### src/rtl/timer_multi.sv
// N-channel countdown timer bank with tick-enable, one-shot/periodic modes,
// abort, expiry pulse, flicker window and a remaining-count readback mux.
module timer_multi #(
  parameter  int N_CH          = 4,
  parameter  int W             = 8,
  parameter  int FLICKER_TICKS = 5,
  localparam int SEL_W         = (N_CH > 1) ? $clog2(N_CH) : 1
) (
  input  logic              clk,
  input  logic              reset,
  input  logic              tick,
  input  logic [N_CH-1:0]   start,
  input  logic [W-1:0]      length,
  input  logic [N_CH-1:0]   periodic,
  input  logic [N_CH-1:0]   freeze,
  input  logic [N_CH-1:0]   abort,
  output logic [N_CH-1:0]   flicker,
  output logic [N_CH-1:0]   done,
  output logic [N_CH-1:0]   expire,
  output logic              any_done,
  input  logic [SEL_W-1:0]  rd_sel,
  output logic [W-1:0]      rd_remaining
);

  // FROZEN is RUN with freeze high, so it never needs its own encoding.
  typedef enum logic [1:0] {
    ST_IDLE = 2'd0,
    ST_RUN  = 2'd1,
    ST_DONE = 2'd2
  } state_e;

  state_e          state_q     [N_CH];
  state_e          state_d     [N_CH];
  logic [W-1:0]    remaining_q [N_CH];
  logic [W-1:0]    remaining_d [N_CH];
  logic [W-1:0]    reload_q    [N_CH];
  logic [W-1:0]    reload_d    [N_CH];
  logic [N_CH-1:0] mode_q;
  logic [N_CH-1:0] mode_d;
  logic [N_CH-1:0] expire_q;
  logic [N_CH-1:0] expire_d;
  logic [N_CH-1:0] running;
  logic [N_CH-1:0] done_int;

  always_ff @(posedge clk or posedge reset) begin
    if (reset) begin
      for (int i = 0; i < N_CH; i++) begin
        state_q[i] <= ST_IDLE;
      end
    end else begin
      for (int i = 0; i < N_CH; i++) begin
        state_q[i] <= state_d[i];
      end
    end
  end

  always_ff @(posedge clk or posedge reset) begin
    if (reset) begin
      mode_q   <= '0;
      expire_q <= '0;
      for (int i = 0; i < N_CH; i++) begin
        remaining_q[i] <= '0;
        reload_q[i]    <= '0;
      end
    end else begin
      mode_q   <= mode_d;
      expire_q <= expire_d;
      for (int i = 0; i < N_CH; i++) begin
        remaining_q[i] <= remaining_d[i];
        reload_q[i]    <= reload_d[i];
      end
    end
  end

  // Priority per channel: abort, then start (which swallows a same-cycle tick),
  // then an unfrozen tick while running; otherwise everything holds.
  always_comb begin
    mode_d   = mode_q;
    expire_d = '0;
    for (int i = 0; i < N_CH; i++) begin
      state_d[i]     = state_q[i];
      remaining_d[i] = remaining_q[i];
      reload_d[i]    = reload_q[i];
      if (abort[i]) begin
        state_d[i]     = ST_IDLE;
        remaining_d[i] = '0;
      end else if (start[i]) begin
        reload_d[i]    = length;
        remaining_d[i] = length;
        mode_d[i]      = periodic[i];
        if (length == '0) begin
          state_d[i]  = ST_DONE;
          expire_d[i] = 1'b1;
        end else begin
          state_d[i]  = ST_RUN;
        end
      end else if (state_q[i] == ST_RUN && tick && !freeze[i]) begin
        if (remaining_q[i] > W'(1)) begin
          remaining_d[i] = remaining_q[i] - W'(1);
        end else begin
          expire_d[i] = 1'b1;
          if (mode_q[i]) begin
            remaining_d[i] = reload_q[i];
          end else begin
            remaining_d[i] = '0;
            state_d[i]     = ST_DONE;
          end
        end
      end
    end
  end

  always_comb begin
    running      = '0;
    done_int     = '0;
    flicker      = '0;
    rd_remaining = '0;
    for (int i = 0; i < N_CH; i++) begin
      running[i]  = (state_q[i] == ST_RUN);
      done_int[i] = (state_q[i] == ST_DONE);
      flicker[i]  = running[i] && (remaining_q[i] != '0) &&
                    (remaining_q[i] <= W'(FLICKER_TICKS));
      if (rd_sel == SEL_W'(i)) begin
        rd_remaining = remaining_q[i];
      end
    end
  end

  assign done     = done_int;
  assign expire   = expire_q;
  assign any_done = |done_int;

endmodule
### config.mk
export PLATFORM = sky130hd
export DESIGN_NAME = timer_multi
export DESIGN_NICKNAME = d
export VERILOG_FILES = /design/src/rtl/timer_multi.sv
export SDC_FILE = /design/constraint.sdc
export NUM_CORES = 1
export LEC_CHECK = 0
export CORE_ASPECT_RATIO = 1.5
export CORE_MARGIN = 2
export CORE_UTILIZATION = 46
export CTS_CLUSTER_DIAMETER = 50
export CTS_CLUSTER_SIZE = 10
export DETAILED_ROUTE_END_ITERATION = 6
export GPL_ROUTABILITY_DRIVEN = 0
export PLACE_DENSITY = 0.66
export RECOVER_POWER = 25
export SKIP_LAST_GASP = 1
export SLEW_MARGIN = 10
export SYNTH_ARGS = -nofsm -noshare
export SYNTH_HDL_FRONTEND = slang
export SYNTH_SLANG_ARGS = --single-unit
### constraint.sdc
create_clock -name clk -period 3.5 [get_ports clk]
set_clock_uncertainty 0.15 [all_clocks]
set_input_delay 1.05 -clock clk [delete_from_list [all_inputs] [get_ports clk]]
set_output_delay 1.05 -clock clk [all_outputs]
set_load 0.005 [all_outputs]
==> results of run 1 <==
## layout by cell type, fill, tap and decap left out, types with 6 or more instances in the layout
cell | synthesis | layout
nor2_1 | 36 | 36
o211ai_1 | 7 | 7
nand4_1 | 8 | 8
clkdlybuf4s50_1 | 0 | 39
a221oi_1 | 7 | 7
or2_2 | 10 | 9
clkbuf_16 | 0 | 9
buf_4 | 0 | 40
nor3_1 | 17 | 17
nand2b_1 | 8 | 8
inv_1 | 16 | 15
and3_1 | 7 | 7
nand2_1 | 106 | 106
nor4_1 | 14 | 12
ha_1 | 12 | 11
a311oi_1 | 7 | 7
a31oi_1 | 11 | 11
or3b_2 | 6 | 6
dfrtp_1 | 80 | 78
mux4_2 | 7 | 7
o311ai_0 | 6 | 6
o31a_1 | 6 | 6
mux2i_1 | 6 | 6
nand3_1 | 10 | 10
nor2b_1 | 8 | 8
a21oi_1 | 29 | 29
o21ai_0 | 31 | 31
## worst max-delay path by stage
stage	from	to	slack, ps
CTS	rd_sel[0]	rd_remaining[3]	10
finish	remaining_q[5]	flicker[3]	20
detailed placement	rd_sel[0]	rd_remaining[2]	-430
global route	remaining_q[21]	flicker[1]	-8
global placement	rd_sel[0]	rd_remaining[2]	-410
floorplan	rd_sel[0]	rd_remaining[2]	240
## registers in the layout, indices dropped and copies added (netlist names)
signal,flops
reload_q,32
remaining_q,32
expire,4
mode_q,4
state_q,8
## where the power goes
part | internal [mW] | switching [mW]
Clock | 0.549 | 0.398
Sequential | 1.01 | 0.115
Combinational | 0.294 | 0.375
## per-stage QoR
step	instances	area, sq um	utilization	total power [mW]	TNS (ps)
2_1_floorplan	583	5070	-	1.54	0
3_3_place_gp	775	5880	0.541	1.78	-2850
3_5_place_dp	775	5880	0.541	1.80	-2940
4_1_cts	794	6200	0.570	2.74	0
5_1_grt	794	6200	0.570	2.87	-7.76
6_report	794	6200	0.570	2.75	0
## layer usage
layer,global-route usage,wire length (microns),vias up
li1,-,-,2285
met1,0.337,6330,2444
met2,0.469,8200,260
met3,0.0490,1010,54
met4,0.161,761,0
met5,0,0,-
## timing repair
| item | CTS | global route |
|---|---|---|
| resized for setup | 16 | 4 |
| buffers inserted | 3 | 0 |
| endpoints found under the setup margin | 9 | 2 |
| cloned | 0 | 0 |
| hold buffers | 0 | 0 |
| pin swaps | 0 | 1 |
## final cells by class
type,instances,area [sq um]
Fill cell,1001,4680
Multi-Input combinational cell,443,2850
Sequential cell,80,2000
Timing Repair Buffer,92,815
Clock buffer,10,229
Tap cell,147,184
Inverter,16,61.3
Clock inverter,6,60.1
## worst max-delay path, cell delays in order (launching register included)
cell and delay, ps:
dfrtp_2 480, or4_1 580, nor4_2 320, clkdlybuf4s50_1 560
## cell families (layout without fill, tap and decap cells)
| group | after synthesis | after routing |
|---|---|---|
| AND/OR/NAND/NOR | 259 | 259 |
| AO/OA/AOI/OAI | 154 | 154 |
| flip-flops | 80 | 80 |
| buffers and inverters | 60 | 124 |
| multiplexers | 14 | 14 |
| adder cells (fa/ha/maj) | 12 | 12 |
| XOR/XNOR | 4 | 4 |
==> impl_metrics.json, run 1 <==
{
  "cts_tree": "done",
  "globalRouteTotalUtil": 0.279,
  "wl_per_cell_microns": 20.5,
  "timing.hold.ws_ps": 326,
  "yosysTopAreaCell": "dfrtp_1",
  "numCtsBuffers": 9,
  "period_needed_ps": 3480,
  "synth-seq-area-share": 0.395,
  "synth_xor_xnor_area_share": 0.00691,
  "tightest_slew_ps": 1630,
  "grt_max_degree": 37,
  "min_path_cells": 2,
  "reg2reg_from": "remaining_q[5]",
  "drt_pass1_iterations": 6,
  "clk_latency_ps": 350,
  "drive_above_1_share": 0.148,
  "final_net_count": 683,
  "routed_wl_microns": 16300,
  "worstPathMaxFanout": 8,
  "start_kind": "flip-flop",
  "vias_per_cell": 6.35,
  "hold_end": "reload_q[8]",
  "synth-edff-count": 0,
  "grt_pass1_wl_microns": 26300,
  "final_max_slew_viol_count": 37,
  "syn_avg_cell_area_sq_um": 8.70,
  "synth_simple_gate_area_frac": 0.260,
  "worstSetupPathType": "reg -> out",
  "post-route-period-util": 0.993,
  "ff2ff_path_depth": 5,
  "yosys_warnings": 0,
  "async_reset_ff_frac": 1.00,
  "cp.required_ps": 2300,
  "ys.flop_type": "dfrtp_1",
  "maxCapViolCount": 1,
  "crit_arrival_ps": 2280,
  "clk_pin_slew_ps": 60,
  "antenna_found_initial": 0,
  "rsz0062_at_grt": "yes",
  "ys_top_cells_by_area": "dfrtp_1 39%, nand2_1 7.8%, mux4_2 3.1%",
  "violations": "max-capacitance violations, max-slew violations",
  "syn_to_final_growth_pct": 22.4,
  "fp-row-count": 47,
  "io_buffers": 49,
  "synth_compound_area_frac": 0.214,
  "grt_pass1_vias": 5002,
  "yosys.cell_types.count": 75,
  "setup_slack_ps": 22.9,
  "num_vias": 5043,
  "status": "complete, but fails checks",
  "synth_top_family_by_area": "simple AND/OR/NAND/NOR gates",
  "ios": 50,
  "drc": 0,
  "die_x_microns": 89.7,
  "clock-sinks": 80,
  "cts_root_buf": "clkbuf_16",
  "initial_utilization": 0.466,
  "synth_area_sq_um": 5070,
  "clock.fmax_mhz": 288,
  "synth_adder_area_share": 0.0296,
  "synthCells": 583,
  "r2r-end": "remaining_q[2]",
  "die_y_microns": 133,
  "ant_nets": 0,
  "power_density_nw_per_um2": 443,
  "slew_headroom": -0.0924,
  "overflow": 0,
  "cp-end-kind": "output pin",
  "preCtsSetupSlack_ps": -430,
  "synth_common_cells": "106 x nand2_1, 80 x dfrtp_1, 38 x clkbuf_1",
  "drtIter0Drc": 405,
  "muxShareOfSynthArea": 0.0481,
  "r2r_slack_ps": 1100,
  "core_area_sq_um": 10900,
  "cts_buffer_depth": 2,
  "postSynthNetCount": 624,
  "die_area_sq_um": 11900,
  "htree_num_levels": 3,
  "setup_viol": 0,
  "worst_ir_drop_vdd_mv": 0.228,
  "min_from": "reload_q[8]",
  "p_leak_nw": 2.65,
  "yosysMostFrequentCell": "nand2_1",
  "hold_path.class": "reg -> reg",
  "dpl.hpwl_microns": 12000,
  "antenna_cells": 0,
  "finalHoldViolations": 0,
  "synth_top_area_frac": 0.395,
  "synth_seq_cells": 80
}
No activity file was read; power rests on OpenSTA's default activity.
==> run 2, diff against run 1 <==
--- a/config.mk
+++ b/config.mk
@@ -12,7 +12,7 @@
 export CTS_CLUSTER_SIZE = 10
 export DETAILED_ROUTE_END_ITERATION = 6
 export GPL_ROUTABILITY_DRIVEN = 0
-export PLACE_DENSITY = 0.66
+export PLACE_DENSITY = 0.68
 export RECOVER_POWER = 25
 export SKIP_LAST_GASP = 1
 export SLEW_MARGIN = 10
==> constraint.sdc (replaced) <==
create_clock -name clk -period 2.84 [get_ports clk]
set_clock_uncertainty 0.15 [all_clocks]
set_input_delay 0.852 -clock clk [delete_from_list [all_inputs] [get_ports clk]]
set_output_delay 0.852 -clock clk [all_outputs]
set_load 0.005 [all_outputs]
==> run 2 against run 1 <==
  * The flow now finishes without violations
  * Clock power rose by 21%
  * Global-route usage rose by 0.68 points
  * Combinational power rose by 39%
  * Wire length rose by 3.6%
  * Cell count rose by 4.5%
  * First-iteration DRC count rose by 3.0%
  * Non-clock buffer count rose by 37
  * Core utilization rose by 2.9 points
  * Critical endpoint is now flicker[1]
==> impl_metrics.json, run 2 (same netlist as run 1, synthesis figures left out) <==
{
  "dpl.hpwl_microns": 12500,
  "clk_pin_slew_ps": 60,
  "grt_use_met1": 0.326,
  "setup_tns_ps": 0,
  "reg_top3": "reload_q (32), remaining_q (32), state_q (8)",
  "drtIter0Drc": 417,
  "num_vias": 5204,
  "maxCapViolCount": 0,
  "max_stage_delay_ps": 380,
  "die_y_microns": 133,
  "multi_input_area_sq_um": 2890,
  "clock-sinks": 80,
  "slew_headroom": 0.259,
  "p_leak_nw": 2.86,
  "start_kind": "flip-flop",
  "overflow": 0,
  "grt_pass1_vias": 5110,
  "min_path_cells": 2,
  "fp-row-count": 47,
  "post-route-period-util": 0.994,
  "grtUsageMet3": 0.0416,
  "final_cell_mix": "106 x nand2_1, 80 x dfrtp_1, 75 x buf_4, 36 x nor2_1, 33 x clkdlybuf4s50_1",
  "grt_pass1_wl_microns": 26700,
  "die_area_sq_um": 11900,
  "routed_wl_microns": 16900,
  "period_needed_ps": 2820,
  "clk_latency_ps": 340,
  "hold_path.class": "reg -> reg",
  "ctsHoldBuffers": 0,
  "busiest_layer": "met2",
  "htree_num_levels": 3,
  "slowest_stage": "dfrtp_1",
  "antenna_found_initial": 1,
  "vias_per_cell": 6.27,
  "rsz0062_at_grt": "yes",
  "worst_ir_drop_vdd_mv": 0.327,
  "worstSetupPathType": "reg -> out",
  "ant_nets": 0,
  "globalRouteTotalUtil": 0.286,
  "tightest_slew_ps": 1110,
  "cp-end-kind": "output pin",
  "grt_max_degree": 81,
  "power_density_nw_per_um2": 530,
  "fillCellCount": 945,
  "final_common_cell": "nand2_1",
  "crit_chain": "buf_4 > ha_1 > or2_2 > a21oi_2 > nor4_1 > dlygate4sd2_1",
  "drc": 0,
  "drive_above_1_share": 0.212,
  "core_area_sq_um": 10900,
  "cts_buffer_depth": 2,
  "setup_viol": 0,
  "worstPathMaxFanout": 2,
  "cts_root_buf": "clkbuf_16",
  "die_x_microns": 89.7,
  "ios": 50,
  "cts_tree": "done",
  "final_net_count": 720,
  "wl_per_cell_microns": 20.3,
  "crit_arrival_ps": 1820,
  "initial_utilization": 0.466,
  "clock.fmax_mhz": 354,
  "met2_usage": 0.510,
  "final_max_slew_viol_count": 0,
  "cp.required_ps": 1840,
  "status": "finished, final reports clean",
  "ff2ff_path_depth": 5,
  "numCtsBuffers": 9,
  "timing.hold.ws_ps": 327,
  "finalHoldViolations": 0,
  "io_buffers": 49,
  "regArea_sq_um": 2000,
  "antenna_cells": 0,
  "drt_pass1_iterations": 6,
  "p_total_mw": 3.45,
  "syn_to_final_growth_pct": 28.6
}
-- run 2: cell count changes in the layout (fill, tap and decap cells not counted), moves of 2 or more --
cell and change:
a21oi_2 +2, clkdlybuf4s50_1 -6, a21oi_1 -3, buf_4 +35, buf_6 +4, dlygate4sd2_1 -2
dfrtp_1 +2, dfrtp_2 -2, buf_2 +4
-- run 2: cell type report --
type	count	area share
clock inverters	4	0.00691
repair buffers	129	0.168
inverters	16	0.00979
flip-flops and latches	80	0.307
well taps	147	0.0282
multi-input cells	443	0.443
clock buffers	11	0.0372
-- run 2: worst max-delay path: cells and delay by family, from the launching register on --
kind / cells / cell delay (ps)
AO/OA/AOI/OAI: 1 / 140
adder cells (fa/ha/maj): 1 / 180
buffers and inverters: 2 / 420
flip-flops: 1 / 380
AND/OR/NAND/NOR: 2 / 360
-- run 2: final timing paths --
kind / end / slack, ps / from
min in group asynchronous: remaining_q[23] / 1240 / reset
max in group asynchronous: remaining_q[24] / 580 / reset
hold reg to reg: reload_q[24] / 330 / reload_q[24]
setup reg to reg: remaining_q[13] / 470 / remaining_q[10]
hold / removal: reload_q[24] / 330 / reload_q[24]
setup / recovery: flicker[1] / 20 / remaining_q[16]
-- run 2: through the flow --
step	area (sq um)	setup WS [ps]	util	cells
after floorplan	5070	163	-	583
after global placement	6160	-674	0.566	810
after detailed placement	6160	-675	0.566	810
after CTS	6500	2.60	0.598	829
after global routing	6520	-37.9	0.599	830
final	6520	15.7	0.599	830
-- run 2: metal layers --
layer / wire [microns] / vias up
met5: 31 / -
met4: 837 / 2
met3: 1080 / 70
met2: 8650 / 289
met1: 6280 / 2486
li1: - / 2357
-- run 2: report_power, final --
| group | total (mW) | internal, mW | switching (mW) |
|---|---|---|---|
| combinational | 0.929 | 0.421 | 0.508 |
| clock | 1.15 | 0.695 | 0.451 |
| sequential | 1.38 | 1.25 | 0.125 |
| total | 3.45 | 2.37 | 1.08 |
-- run 2: timing repair --
item                                    CTS  global route
resized for setup                        50             9
buffers inserted                          4             1
endpoints found under the setup margin   13             5
pin swaps                                 2             3
==> run 3, diff against run 2 <==
--- a/config.mk
+++ b/config.mk
@@ -5,8 +5,9 @@
 export SDC_FILE = /design/constraint.sdc
 export NUM_CORES = 1
 export LEC_CHECK = 0
+export CAP_MARGIN = 20
 export CORE_ASPECT_RATIO = 1.5
-export CORE_MARGIN = 2
+export CORE_MARGIN = 4
 export CORE_UTILIZATION = 46
 export CTS_CLUSTER_DIAMETER = 50
 export CTS_CLUSTER_SIZE = 10
==> constraint.sdc (replaced) <==
create_clock -name clk -period 2.84 [get_ports clk]
set_clock_uncertainty 0.15 [all_clocks]
set_input_delay 0.852 -clock clk [delete_from_list [all_inputs] [get_ports clk]]
set_output_delay 0.852 -clock clk [all_outputs]
set_load 0.05 [all_outputs]
==> run 3 against run 2 <==
  * Clock-buffer cell count rose by 3
  * Wire length rose by 0.78%
  * Sequential power barely moved
  * Worst setup slack improved by 6.7 ps
  * Power rose by 5.4%
  * First-iteration DRC count rose by 30%
  * Clock power rose by 7%
==> impl_metrics.json, run 3 (same netlist as run 1, synthesis figures left out) <==
{
  "status": "finished, final reports clean",
  "tightest_slew_ps": 1240,
  "grt_max_degree": 37,
  "vias_per_cell": 6.27,
  "grt_pass1_wl_microns": 27100,
  "p_sw_frac": 0.324,
  "final_common_cell": "nand2_1",
  "power_density_nw_per_um2": 553,
  "final_max_slew_viol_count": 0,
  "final_net_count": 714,
  "dp.cells": 804,
  "fin_area_sq_um": 6580,
  "maxCapViolCount": 0,
  "routed_wl_microns": 17000,
  "grt_pass1_vias": 5087,
  "slew_headroom": 0.167,
  "cts_root_buf": "clkbuf_16",
  "clk_latency_ps": 340,
  "fp-row-count": 46,
  "antenna_cells": 0,
  "die_area_sq_um": 12800,
  "crit_arrival_ps": 1820,
  "drive_above_1_share": 0.218,
  "finalHoldViolations": 0,
  "core_area_sq_um": 10700,
  "worstPathMaxFanout": 7,
  "setup_viol": 0,
  "post-route-period-util": 0.992,
  "fin_util": 0.614,
  "cts_tree": "done",
  "cp.required_ps": 1840,
  "dpl_cell_area_sq_um": 6180,
  "antenna_found_initial": 0,
  "clk_pin_slew_ps": 60,
  "p_total_mw": 3.64,
  "syn_to_final_growth_pct": 29.7,
  "p_leak_nw": 2.87,
  "wl_per_cell_microns": 20.7,
  "cts_buffer_depth": 2,
  "numCtsBuffers": 9,
  "hold_path.class": "reg -> reg",
  "dpl.hpwl_microns": 12500,
  "reg_top3": "reload_q (32), remaining_q (32), state_q (8)",
  "globalRouteTotalUtil": 0.276,
  "seq_power_share": 0.381,
  "drc": 0,
  "die_x_microns": 93.7,
  "htree_num_levels": 3,
  "clock.fmax_mhz": 355,
  "setup_tns_ps": 0,
  "cp-end-kind": "output pin",
  "rsz0062_at_grt": "yes",
  "ios": 50,
  "intPower_mw": 2.46,
  "worst_ir_drop_vdd_mv": 0.308,
  "die_y_microns": 137,
  "layout.cells.non_filler": 822,
  "start_kind": "flip-flop",
  "io_buffers": 49,
  "period_needed_ps": 2820,
  "worstSetupPathType": "reg -> out",
  "overflow": 0,
  "clock-sinks": 80,
  "ant_nets": 0,
  "num_vias": 5155,
  "initial_utilization": 0.474,
  "power_frac_comb": 0.280,
  "power.switching_mw": 1.18,
  "final_cell_mix": "106 x nand2_1, 79 x dfrtp_1, 71 x buf_4, 36 x nor2_1, 31 x o21ai_0",
  "power.share.clock": 0.339,
  "drtIter0Drc": 541,
  "drt_pass1_iterations": 5
}
run 3: power groups by stage:
stage / clock network (mW) / registers [mW] / logic [mW]
floorplan: 0 / 1.34 / 0.652
global placement: 0 / 1.39 / 0.942
detailed placement: 0 / 1.40 / 0.959
CTS: 1.25 / 1.38 / 1.01
global route: 1.30 / 1.40 / 1.10
finish: 1.23 / 1.38 / 1.02
run 3: cell type report:
type | count | area [sq um]
clock buffer | 14 | 284
clock inverter | 2 | 35.0
fill | 962 | 4130
inverter | 16 | 61.3
multi-input combinational | 443 | 2910
sequential | 80 | 2000
tap | 144 | 180
timing repair buffer | 123 | 1100
run 3: path summary, 6_finish.rpt:
| kind | endpoint | slack [ps] | depth (start not counted) | start |
|---|---|---|---|---|
| setup reg to reg | remaining_q[13] | 430 | 4 | remaining_q[10] |
| min in group asynchronous | expire[3] | 1110 | 2 | reset |
| hold reg to reg | reload_q[1] | 320 | 2 | reload_q[1] |
| max in group asynchronous | reload_q[4] | 460 | 3 | reset |
| hold / removal | reload_q[1] | 320 | 2 | reload_q[1] |
| setup / recovery | flicker[1] | 20 | 3 | remaining_q[22] |
run 3: repair_timing:
action / CTS / global route
endpoints found under the setup margin: 13 / 4
hold buffers: 0 / 0
setup buffers: 2 / 0
gates resized for setup: 27 / 4
pin swaps: 3 / 0
run 3: metal layers:
| metal | up-vias | track usage | routed length [microns] |
|---|---|---|---|
| met1 | 2451 | 0.337 | 6460 |
| li1 | 2344 | - | - |
| met4 | 0 | 0.135 | 829 |
| met3 | 64 | 0.0484 | 1310 |
| met5 | - | 0 | 0 |
| met2 | 296 | 0.469 | 8410 |
run 3: critical path, cell delays in order (launching register included):
cell and delay (ps):
dfrtp_1 490, or4_4 560, nor4_4 230, buf_6 190
run 3: stage by stage:
step	worst slack, ps	hold WS (ps)
2_1_floorplan	1.32	288
3_3_place_gp	-363	299
3_5_place_dp	-379	308
4_1_cts	14.3	323
5_1_grt	-29.9	346
6_report	22.4	323
